[config.mk]
export PLATFORM = sky130hd
export DESIGN_NAME = fetch_unit
export DESIGN_NICKNAME = d
export VERILOG_FILES = /design/src/rtl/pipe_pkg.sv /design/src/rtl/fetch_unit.sv
export SDC_FILE = /design/constraint.sdc
export NUM_CORES = 1
export LEC_CHECK = 0
export ABC_AREA = 1
export CAP_MARGIN = 20
export CELL_PAD_IN_SITES_DETAIL_PLACEMENT = 1
export CELL_PAD_IN_SITES_GLOBAL_PLACEMENT = 1
export CORE_MARGIN = 4
export CORE_UTILIZATION = 33
export CTS_BUF_LIST = sky130_fd_sc_hd__clkbuf_4
export CTS_CLUSTER_DIAMETER = 60
export DETAILED_ROUTE_END_ITERATION = 6
export GPL_TIMING_DRIVEN = 0
export HOLD_SLACK_MARGIN = 0.08
export MAX_ROUTING_LAYER = met4
export PLACE_DENSITY_LB_ADDON = 0.05
export SETUP_SLACK_MARGIN = 0.02
export SLEW_MARGIN = 25
export SYNTH_ARGS = -nofsm -noshare
export SYNTH_HDL_FRONTEND = slang
export SYNTH_SLANG_ARGS = --single-unit
[constraint.sdc]
create_clock -name clk -period 1.9 [get_ports clk]
set_input_delay 0.38 -clock clk [delete_from_list [all_inputs] [get_ports clk]]
set_output_delay 0.38 -clock clk [all_outputs]
set_load 0.01 [all_outputs]
[src/rtl/pipe_pkg.sv]
// Shared pipeline definitions: fetch FSM encoding,
// datapath widths and IF/ID bus field offsets.
package pipe_pkg;

  localparam int INST_W = 32;
  localparam int IFID_W = 64;

  localparam int IF_PC4_LSB   = 0;
  localparam int IF_INSTR_LSB = 32;

  localparam logic [1:0] FETCH = 2'd0;
  localparam logic [1:0] STALL = 2'd1;
  localparam logic [1:0] DROP  = 2'd2;

  function automatic logic [31:0] pc_inc(
    input logic [31:0] pc
  );
    return pc + 32'd4;
  endfunction

endpackage

[src/rtl/fetch_unit.sv]
// Instruction fetch: owns the PC, talks to imem,
// buffers across holds and drops stale responses.
module fetch_unit
  import pipe_pkg::*;
#(
  parameter logic [31:0] RESET_PC = 32'h0000_0000
) (
  input  logic              clk,
  input  logic              rst_n,
  input  logic              hold,
  input  logic              branch_taken,
  input  logic [31:0]       branch_target,
  input  logic              jump,
  input  logic [31:0]       jump_target,
  output logic              imem_req,
  output logic [31:0]       imem_addr,
  input  logic              imem_ready,
  input  logic [INST_W-1:0] imem_rdata,
  output logic [IFID_W-1:0] if_out,
  output logic              if_bubble
);

  logic [1:0]        state;
  logic [1:0]        state_nxt;
  logic [31:0]       pc;
  logic [31:0]       pc_nxt;
  logic [INST_W-1:0] ibuf;
  logic [INST_W-1:0] ibuf_nxt;
  logic              buf_valid;
  logic              bv_nxt;
  logic [31:0]       pend_pc;
  logic [31:0]       pend_nxt;

  logic              st_fetch;
  logic              st_stall;
  logic              st_drop;
  logic              redirect;
  logic [31:0]       target;
  logic              valid_now;
  logic              consume;
  logic [INST_W-1:0] instr;
  logic [31:0]       pc_plus4;

  assign st_fetch = (state == FETCH);
  assign st_stall = (state == STALL);
  assign st_drop  = (state == DROP);

  // Branch is older than the jump, so it wins.
  assign redirect = branch_taken | jump;
  assign target   = branch_taken ? branch_target
                                 : jump_target;

  assign valid_now = buf_valid
                   | (st_fetch & imem_ready);
  assign instr     = buf_valid ? ibuf : imem_rdata;
  assign pc_plus4  = pc_inc(pc);
  assign consume   = valid_now & ~hold & ~redirect;

  assign imem_req  = rst_n & (st_fetch | st_drop);
  assign imem_addr = pc;
  assign if_bubble = ~rst_n | ~valid_now | redirect;

  assign if_out[IF_INSTR_LSB +: INST_W] = instr;
  assign if_out[IF_PC4_LSB +: 32]       = pc_plus4;

  // Next-state and next-PC selection.
  always_comb begin
    state_nxt = state;
    pc_nxt    = pc;
    ibuf_nxt  = ibuf;
    bv_nxt    = buf_valid;
    pend_nxt  = pend_pc;
    unique case (1'b1)
      st_fetch: begin
        if (redirect) begin
          if (imem_ready) begin
            pc_nxt = target;
          end else begin
            pend_nxt  = target;
            state_nxt = DROP;
          end
        end else if (consume) begin
          pc_nxt = pc_plus4;
        end else if (imem_ready & hold) begin
          ibuf_nxt  = imem_rdata;
          bv_nxt    = 1'b1;
          state_nxt = STALL;
        end
      end
      st_stall: begin
        if (redirect) begin
          bv_nxt    = 1'b0;
          pc_nxt    = target;
          state_nxt = FETCH;
        end else if (consume) begin
          bv_nxt    = 1'b0;
          pc_nxt    = pc_plus4;
          state_nxt = FETCH;
        end
      end
      st_drop: begin
        if (imem_ready) begin
          pc_nxt    = redirect ? target : pend_pc;
          state_nxt = FETCH;
        end else if (redirect) begin
          pend_nxt = target;
        end
      end
      default: begin
        state_nxt = FETCH;
      end
    endcase
  end

  // Fetch state registers.
  always_ff @(posedge clk or negedge rst_n) begin
    if (!rst_n) begin
      state     <= FETCH;
      pc        <= RESET_PC;
      ibuf      <= '0;
      buf_valid <= 1'b0;
      pend_pc   <= '0;
    end else begin
      state     <= state_nxt;
      pc        <= pc_nxt;
      ibuf      <= ibuf_nxt;
      buf_valid <= bv_nxt;
      pend_pc   <= pend_nxt;
    end
  end

endmodule

Word level (Yosys, flattened, before mapping)
Index checks and enable logic that the tools add are counted.

Bits in latches: 0. Memory bits (writable): 0. Output and inout port bits: 98. Word-level logic and storage cells: 71. Input bits: 102. Memories kept: 0. Bits in registers: 99. Memory bits (read-only): 0.

Bitwise logic cells: 15. Divide/modulo/power cells: 0. Mux-type cells: 27. Reductions and logical operators: 9. Add/subtract/negate cells: 1. Eq/ne operators: 14. $lt $le $gt $ge: 0. $mul: 0. Shift operators: 0.

Operators by type and width (count): $mux W32 (11); $pmux W32 S3 (1); $pmux W32 S2 (1); $add A32 B3 Y32 const B (1); $mux W2 (7); $ne A2 B2 Y1 const B (5); $reduce_and A5 Y1 (2); $ne A3 B3 Y1 const B (3); $reduce_and A4 Y1 (2); $ne A3 B1 Y1 const B (2); $pmux W2 S3 (1); $and A1 B1 Y1 (5); $mux W1 (5); $not A1 Y1 (5); $or A1 B1 Y1 (5); $ne A2 B1 Y1 const B (2); $reduce_bool A2 Y1 (2); $reduce_and A3 Y1 (1); $reduce_bool A3 Y1 (1); $eq A2 B1 Y1 const B (1); $eq A2 B2 Y1 const B (1); $logic_not A2 Y1 (1); $pmux W1 S2 (1).

Longest topological paths before layout
Word-level depth: 8. Mapped depth: 11. Depth with buffers taken out: 10.

Worst setup path before layout
Ideal clock, no wire load.

Path kind: reg2out. Start: reg pc[2], in the netlist imem_addr[2]. End: out if_out[22]. Buffers on the path: 0. Arrival time: 1.398 ns. Cell stages (with the launch flop): 8. Path slack: 0.122 ns. Path through: dfrtp_1 ha_1 nand2_1 nor2_1 nand2_2 nor2_4 nand3_1 and2_1.

Longest elaborated chain between the ends: 1.

Ends and longest elaborated chain: start: declaration (RTL line fetch_unit.sv:25) `logic [31:0] pc;`; start signal: assignment (RTL line fetch_unit.sv:125) `pc <= pc_nxt;`; $add A32 B3 Y32 (RTL line pipe_pkg.sv:18) `return pc + 32'd4;`; end: declaration (RTL line fetch_unit.sv:19) `output logic [IFID_W-1:0] if_out,`.

No other way between the ends.

Worst setup path after layout
Start: reg pc[21], in the netlist imem_addr[21]. End: out if_out[30].

The elaborated chain is that of the path after synthesis.

==> run summary <==
Longest Clk Path Bufs: 2
Setup crit end kind: output port
Status: finished with violations
Global-route wire length before repair: 38.5 mm
Hold depth: 4
Vias: 6989
Num ports: 200
Chip Height: 143 µm
Initial DRT Pass Iterations: 4
Dominant cells by area after synthesis: dfrtp_1 41%, nand2_1 21%, o21ai_0 10%, inv_1 5.7%, nor2_1 5.0%
CTS tree: yes
Synth area leader: dfrtp_1
Total Wirelength: 26.6 mm
Avg Inst Size Synth: 6.85 µm²
Post-route insts no fill: 1434
R2R cell count: 11
Hold Violations, Final: 0
GR Util All Layers: 24.7%
# clock sinks: 99
Critical Path RT: 1.52 ns
Layout area overhead: 63.1%
Antenna violations before repair: 2
Most frequent CP cell: nand2_1
Tmin final: 2.49 ns
Final nets: 1301
Die width: 143 µm
Wire per inst: 18.6 µm
Dpl ws: -0.730 ns
DRT iter0 DRCs: 232
Starting Density: 33.6%
Number of global-route vias before repair: 7284
Pwr dens: 837 nW/µm²
Clock skew: 0.0217 ns
Gr ovfl total: 0
Critical path's slowest cell: dfrtp_2
Max Freq: 402 MHz
Core area: 18000 µm²
Max Slew Vio Count: 0
Pleak: 4.88 nW
Maximum VDD drop: 417 µV
Total power: 8.25 mW
Core Util, Final: 54.8%
Yosys top cell area share: 41.0%
Worst path arrival time: 2.11 ns
Failing checks: negative setup slack
Share of cells above drive strength 1: 32.9%
Worst setup margin: -0.590 ns
Hold_ws: 0.245 ns
Startpoint types: flop
Layout filler cell count: 2213
Post-DRT Antenna Nets: 0
Htree depth: 3
Commonest non-fill, non-tap cell in the layout: nand2_1
Critical path class: reg -> out
Syn nets: 985
Stages on the worst setup path: 8
Post-Place Cells: 1310
Die ar.: 20500 µm²
Worst path buffer plus inverter count: 1
Fin crit share: 131%
Post-Synthesis Cells: 882
Crit path max-delay family: simple AND/OR/NAND/NOR gates
Vias/cell: 4.87
Most frequent cells in the layout: 300 x nand2_1, 99 x clkdlybuf4s50_1, 90 x inv_1, 85 x o21ai_0, 84 x buf_4
Clock root buffer: clkbuf_4
IO buf count: 198
Largest net degree at the start of global routing: 61
CP Cell Sequence: nand2_1 > nor2_1 > nand2_1 > nor2_1 > nand2_2 > nand2_1 > nand2_1 > buf_2
CTS Buf Count: 9
Flops & latches, synth: 99
Placer Congestion: 0.788
Mapped cell area: 6040 µm²
Rel. slew slack: 60.1%
Site Rows: 49
Sequential area share after synthesis: 41.0%
RSZ-0062 raised after global routing: true
Synth warnings: 0
Setup-failing EPs final: 55
HPWL after DPL: 16.4 mm
Max Cap Viol: 0
# DRC: 0
Peak fanout along the critical path: 6
Actual slew at the worst max-slew pin: 0.598 ns
Unique masters post-synth: 33
HP Class: in -> reg
Crit path largest cell delay: 0.46 ns
Clock latency on the worst-skew pair: 0.49 ns
Clock slew at reported path FFs: 0.17 ns
## final cells by class
class	instances	area (µm²)	share of cell area [%]
Clock inverter	7	92.6	0.940
Multi-Input combinational cell	647	3520	35.8
Buffer	41	307	3.11
Antenna cell	2	5.00	0.0508
Timing Repair Buffer	307	2710	27.5
Inverter	93	352	3.57
Clock buffer	9	67.6	0.686
Sequential cell	99	2510	25.4
Tap cell	229	287	2.91
## power by group
group / leakage, nW / switching (mW) / internal [mW]
logic: 3.61 / 2.10 / 1.95
clock network: 0.0796 / 0.824 / 0.529
registers: 1.19 / 0.339 / 2.51
total: 4.88 / 3.26 / 4.99
## metrics by stage
stage | cell area [µm²] | setup TNS, ns
5_1_grt | 9850 | -21.13
3_5_place_dp | 8340 | -46.11
3_3_place_gp | 8310 | -429.28
2_1_floorplan | 6040 | 0
6_report | 9850 | -14.55
4_1_cts | 9460 | -15.85
## flip-flops by register name, summed over array words and instances (netlist names)
register / flops
ibuf: 32
imem_addr: 32
pend_pc: 32
state: 2
buf_valid: 1
## worst reg2reg max path, cell delays in order (launching register included)
cell	delay (ns)
dfrtp_2	0.48
ha_4	0.19
buf_4	0.14
buf_6	0.11
xnor2_2	0.14
inv_1	0.08
buf_4	0.14
buf_4	0.13
buf_4	0.12
buf_4	0.13
a21oi_2	0.13
o21ai_1	0.08
## final timing paths
kind | endpoint | startpoint | slack (ns)
max | if_out[30] | imem_addr[21] | -0.59
min | state[0] | branch_taken | 0.24
min in group asynchronous | imem_addr[4] | rst_n | 0.46
max in group asynchronous | imem_addr[27] | rst_n | 1.09
min reg2reg | ibuf[21] | ibuf[21] | 0.51
max reg2reg | imem_addr[4] | imem_addr[2] | -0.05
## timing repair
action	in CTS	in global routing
pin swaps	31	40
buffers inserted	93	15
setup endpoints to repair	100	131
cloned	4	1
gates resized for setup	452	127
hold endpoints to repair	39	0
hold buffers	2	0
## layer usage
| metal | wire length (µm) | global-route usage, % | part of all wire, % |
|---|---|---|---|
| met5 | 0 | - | 0 |
| met3 | 1540 | 5.43 | 5.8 |
| met1 | 10800 | 29.3 | 40 |
| met4 | 753 | 6.84 | 2.8 |
| met2 | 13600 | 42.5 | 51 |
## Yosys cell counts, drive strengths merged
cell type    n
mux2         5
ha           1
dfrtp       99
a21oi       31
nand3       11
buf         20
o21ai      125
o211ai       1
or2          1
nor2        97
xor2        13
nand2      346
nand3b       7
and2         3
inv         93
a31oi        2
xnor2        2
o22ai        1
clkbuf      23
nand4        1
## kinds of logic (layout without fill, tap and decap cells)
family	after synthesis	after routing	share of synthesized area (%)
xor gates and xnor gates	15	15	2.18
DFF	99	99	41.0
adders and majority gates	1	1	0.207
muxes	5	5	0.932
buffers and inverters	136	457	9.43
and+or+nand+nor	466	466	31.6
other	0	2	0
AOI/OAI and AO/OA	160	160	14.7
(Power assumes the default switching activity.)
